[src/rtl/countdown_timer_ctrl.sv]
// Pausable, abortable seconds countdown driven by the 100 ms tick.
// Optional warning pulse is built only when TIMER_WARN_EN is defined.
module countdown_timer_ctrl #(
  parameter int SEC_W         = 8,
  parameter int TICKS_PER_SEC = 10,
  parameter int WARN_SECS     = 5
) (
  input  logic             clk,
  input  logic             rst,
  input  logic             tick_100ms,
  input  logic             start,
  input  logic             pause,
  input  logic             resume,
  input  logic             abort,
  input  logic [SEC_W-1:0] load_secs,
  output logic [SEC_W-1:0] secs_remaining,
  output logic [3:0]       tenths,
  output logic             busy,
  output logic             paused,
  output logic             done,
  output logic             timeout_pulse,
  output logic             warn_pulse,
  output logic [1:0]       state_dbg
);

  typedef enum logic [1:0] {
    S_IDLE    = 2'd0,
    S_RUN     = 2'd1,
    S_PAUSE   = 2'd2,
    S_EXPIRED = 2'd3
  } state_e;

  localparam logic [3:0]       LAST_TICK = 4'(TICKS_PER_SEC - 1);
  localparam logic [SEC_W-1:0] ONE_SEC   = SEC_W'(1);

  state_e           state_q, state_d;
  logic [SEC_W-1:0] secs_q, secs_d;
  logic [3:0]       tenths_q, tenths_d;
  logic             busy_q, busy_d;
  logic             paused_q, paused_d;
  logic             done_q, done_d;
  logic             timeout_q, timeout_d;

`ifdef TIMER_WARN_EN
  localparam logic [SEC_W-1:0] WARN_VAL = SEC_W'(WARN_SECS);
  logic warn_q, warn_d;
`endif

  always_comb begin
    state_d   = state_q;
    secs_d    = secs_q;
    tenths_d  = tenths_q;
    timeout_d = 1'b0;
`ifdef TIMER_WARN_EN
    warn_d    = 1'b0;
`endif
    // Priority: abort > start > pause/resume > tick; a command always eats a coincident tick.
    if (abort) begin
      state_d  = S_IDLE;
      secs_d   = '0;
      tenths_d = '0;
    end else if (start) begin
      tenths_d = '0;
      if (load_secs == '0) begin
        state_d   = S_EXPIRED;
        secs_d    = '0;
        timeout_d = 1'b1;
      end else begin
        state_d = S_RUN;
        secs_d  = load_secs;
`ifdef TIMER_WARN_EN
        warn_d  = (load_secs <= WARN_VAL);
`endif
      end
    end else begin
      case (state_q)
        S_RUN: begin
          if (pause) begin
            state_d = S_PAUSE;
          end else if (tick_100ms) begin
            if (tenths_q != LAST_TICK) begin
              tenths_d = tenths_q + 4'd1;
            end else begin
              tenths_d = '0;
              // Guarded decrement: the count never wraps below zero.
              if (secs_q >= ONE_SEC) secs_d = secs_q - ONE_SEC;
              if (secs_q == ONE_SEC) begin
                state_d   = S_EXPIRED;
                timeout_d = 1'b1;
              end
`ifdef TIMER_WARN_EN
              warn_d = (secs_d == WARN_VAL) && (state_d == S_RUN);
`endif
            end
          end
        end
        S_PAUSE: begin
          if (resume && !pause) state_d = S_RUN;
        end
        S_EXPIRED: begin
          secs_d   = '0;
          tenths_d = '0;
        end
        default: ;
      endcase
    end
    busy_d   = (state_d == S_RUN) || (state_d == S_PAUSE);
    paused_d = (state_d == S_PAUSE);
    done_d   = (state_d == S_EXPIRED);
  end

  always_ff @(posedge clk or posedge rst) begin
    if (rst) begin
      state_q   <= S_IDLE;
      secs_q    <= '0;
      tenths_q  <= '0;
      busy_q    <= 1'b0;
      paused_q  <= 1'b0;
      done_q    <= 1'b0;
      timeout_q <= 1'b0;
    end else begin
      state_q   <= state_d;
      secs_q    <= secs_d;
      tenths_q  <= tenths_d;
      busy_q    <= busy_d;
      paused_q  <= paused_d;
      done_q    <= done_d;
      timeout_q <= timeout_d;
    end
  end

`ifdef TIMER_WARN_EN
  always_ff @(posedge clk or posedge rst) begin
    if (rst) warn_q <= 1'b0;
    else     warn_q <= warn_d;
  end
  assign warn_pulse = warn_q;
`else
  assign warn_pulse = 1'b0;
`endif

  assign secs_remaining = secs_q;
  assign tenths         = tenths_q;
  assign busy           = busy_q;
  assign paused         = paused_q;
  assign done           = done_q;
  assign timeout_pulse  = timeout_q;
  assign state_dbg      = state_q;

endmodule

[config.mk]
export PLATFORM = sky130hd
export DESIGN_NAME = countdown_timer_ctrl
export DESIGN_NICKNAME = d
export VERILOG_FILES = /design/src/rtl/countdown_timer_ctrl.sv
export SDC_FILE = /design/constraint.sdc
export NUM_CORES = 1
export LEC_CHECK = 0
export ABC_CLOCK_PERIOD_IN_PS = 2870
export CORE_MARGIN = 4
export CORE_UTILIZATION = 30
export CTS_BUF_LIST = sky130_fd_sc_hd__clkbuf_4 sky130_fd_sc_hd__clkbuf_8
export DETAILED_ROUTE_END_ITERATION = 10
export PLACE_DENSITY = 0.61
export SLEW_MARGIN = 15
export SYNTH_ARGS = -nofsm -noshare
export SYNTH_HDL_FRONTEND = slang
export SYNTH_SLANG_ARGS = --single-unit
[constraint.sdc]
create_clock -name clk -period 2.87 [get_ports clk]
set_clock_uncertainty 0.15 [all_clocks]
set_input_delay 0.4305 -clock clk [delete_from_list [all_inputs] [get_ports clk]]
set_output_delay 0.4305 -clock clk [all_outputs]
set_load 0.005 [all_outputs]
==> out/qor.csv <==
stage,metric,value,unit
global_routing,antenna_found_initial,0,
clocking,htreeDepth,1,
global_routing,grt_pass1_wl,5840,um
critical_path,critPathRequiredTime,2910,ps
global_routing,grt_pass1_vias,1189,
sta,max_freq,459,MHz
yosys,netlist_area,1400,sq um
sta,worst_pin_slew,715,ps
finish,final_area,1790,sq um
place,placed_cell_area,1740,sq um
route,routed_wl,3490,um
finish,area_growth,28.3,%
clocking,cts.sinks,18,
sta,max_slew_margin,52.3,%
clocking,holdBufCountCts,0,
min_path,holdCritPathClass,reg -> reg,
die,pin_count,34,
clocking,clk_latency,260,ps
yosys,synth_seq_cells,18,
sta,min_period,2180,ps
yosys,synth_top_area_share,32.2,%
critical_path,cp.arrival,2220,ps
die,rows,24,
route,postRouteAntennaNets,0,
clocking,cts_buffer_depth,2,
die,die_y,76.3,um
clocking,cts_tree,built,
route,drt_pass1_iterations,4,
sta,finalHoldViolations,0,
critical_path,critPathKind,in -> reg,
finish,diodes,0,
power_and_ir_drop,pwr_density_cell,449,nW/um^2
yosys,netlist_instances,153,
finish,mostFrequentLayoutCells,"clkdlybuf4s50_1, inv_1, dfrtp_1",
yosys,synth_cell_types,53,
yosys,yosys_warnings,0,
sta,setup_viol,0,
critical_path,cp_max_fo,20,
clocking,cts_setup_buffers,0,
global_routing,grt_max_degree,21,
global_routing,overflow,0,
yosys,synth_top_area_cell,dfrtp_1,
die,core,4440,sq um
global_routing,track_usage,12.2,%
sta,finalCritPeriodShare,76.0,%
sta,tns,0,ps
power_and_ir_drop,p_leak,0.738,nW
route,vias,1244,
route,drt_iter0_drc,110,
finish,final_common_cell,clkdlybuf4s50_1,
critical_path,cp-end-kind,flop,
die,start_util,31.4,%
finish,final_net_count,209,
yosys,ys.flop_type,dfrtp_1,
die,die_w,76.3,um
status,status,"complete, no violations",
critical_path,start_kind,input pin,
yosys,ys_seq_area_share,32.2,%
clocking,cts_root_buffer,clkbuf_8,
yosys,async_reset_ff_share,100,%
power_and_ir_drop,power,0.806,mW
clocking,ctsResizeCount,0,
yosys,syn_area_per_cell,9.13,sq um
route,viasPerCell,5.27,
flow_run,cap_violations,0,
place,gp_congestion,0.828,
route,wl_per_cell,14.8,um
sta,slew_viol_final,0,
sta,rsz0062_at_grt,no,
clocking,cts_made_buffers,3,
yosys,synth-edff-count,0,
yosys,ys_top_cells_by_area,"dfrtp_1, ha_1, inv_1",
yosys,synth_fp_nets,177,
route,remaining_drc_errors,0,
clocking,path_clk_slew,80,ps
finish,final_layout_size_suffix_gt1_share,11.4,%
power_and_ir_drop,worst_ir_drop_vdd,0.181,mV
place,io_buffers,32,
die,die-area,5810,sq um
place,dpl.hpwl,2700,um
[cell type report]
type | instances | area [sq um]
clock buffers | 4 | 55.1
fillers | 466 | 2650
inverters | 18 | 67.6
multi-input cells | 109 | 812
flip-flops and latches | 18 | 450
well taps | 52 | 65.1
repair buffers | 35 | 343
[report_power, final]
group | internal (mW) | switching, mW | total [mW] | leakage (nW)
clock | 0.122 | 0.0966 | 0.219 | 0.0288
combinational | 0.144 | 0.125 | 0.269 | 0.473
sequential | 0.279 | 0.0388 | 0.318 | 0.237
[cell usage after synthesis, drive strengths merged, types with 3 or more instances]
cell type,n
dfrtp,18
inv,18
nor2,12
ha,9
o21ai,9
a21oi,8
nor3,8
a211oi,5
buf,5
nand2,4
nand3b,4
clkbuf,3
mux2,3
nand2b,3
nand3,3
nor4,3
o21a,3
o22ai,3
[metrics by stage]
stage               setup slack (ps)  utilization (%)  std cells  hold slack (ps)
finish                           690             40.3        236              387
global route                     563             40.3        236              425
CTS                              670             40.3        236              396
detailed placement               403             39.1        232              390
global placement                 392             39.1        232              374
floorplan                        830                -        153              219
[per-layer routing]
metal | vias to the layer above | part of all wire, % | track usage [%]
met1 | 574 | 47 | 16.9
met3 | 5 | 6.4 | 2.96
met2 | 42 | 46 | 19.1
met5 | - | 0 | 0
met4 | 0 | 0.97 | 3.08
li1 | 623 | - | -
[flip-flops by register name, indices dropped and copies added (netlist names)]
register / cells
busy: 1
done: 1
paused: 1
secs_remaining: 8
state_dbg: 2
tenths: 4
timeout_pulse: 1
[worst max-delay path: stages]
cell and delay [ps]:
clkdlybuf4s50_1 570, buf_4 290, nor2b_1 150, a2111oi_0 490
a211oi_1 120, o22ai_1 150
[logic make-up (layout without fill, tap and decap cells)]
kind of cell / after synthesis / after routing / synth area share (%)
buf+inv: 26 / 57 / 9.67
other cells: 1 / 1 / 0.268
compound gates: 46 / 46 / 24.8
mux: 3 / 3 / 2.95
flops: 18 / 18 / 32.2
fa+ha+maj: 9 / 9 / 8.06
simple gates: 50 / 50 / 22.0
[final timing paths]
kind	depth (start not counted)	to	slack (ps)	from
max in group asynchronous	2	state_dbg[0]	1690	rst
hold reg to reg	1	tenths[3]	390	tenths[3]
min in group asynchronous	2	secs_remaining[5]	430	rst
setup / recovery	6	secs_remaining[4]	690	start
setup reg to reg	6	secs_remaining[1]	740	secs_remaining[0]
hold / removal	1	tenths[3]	390	tenths[3]
(Power assumes the default switching activity.)
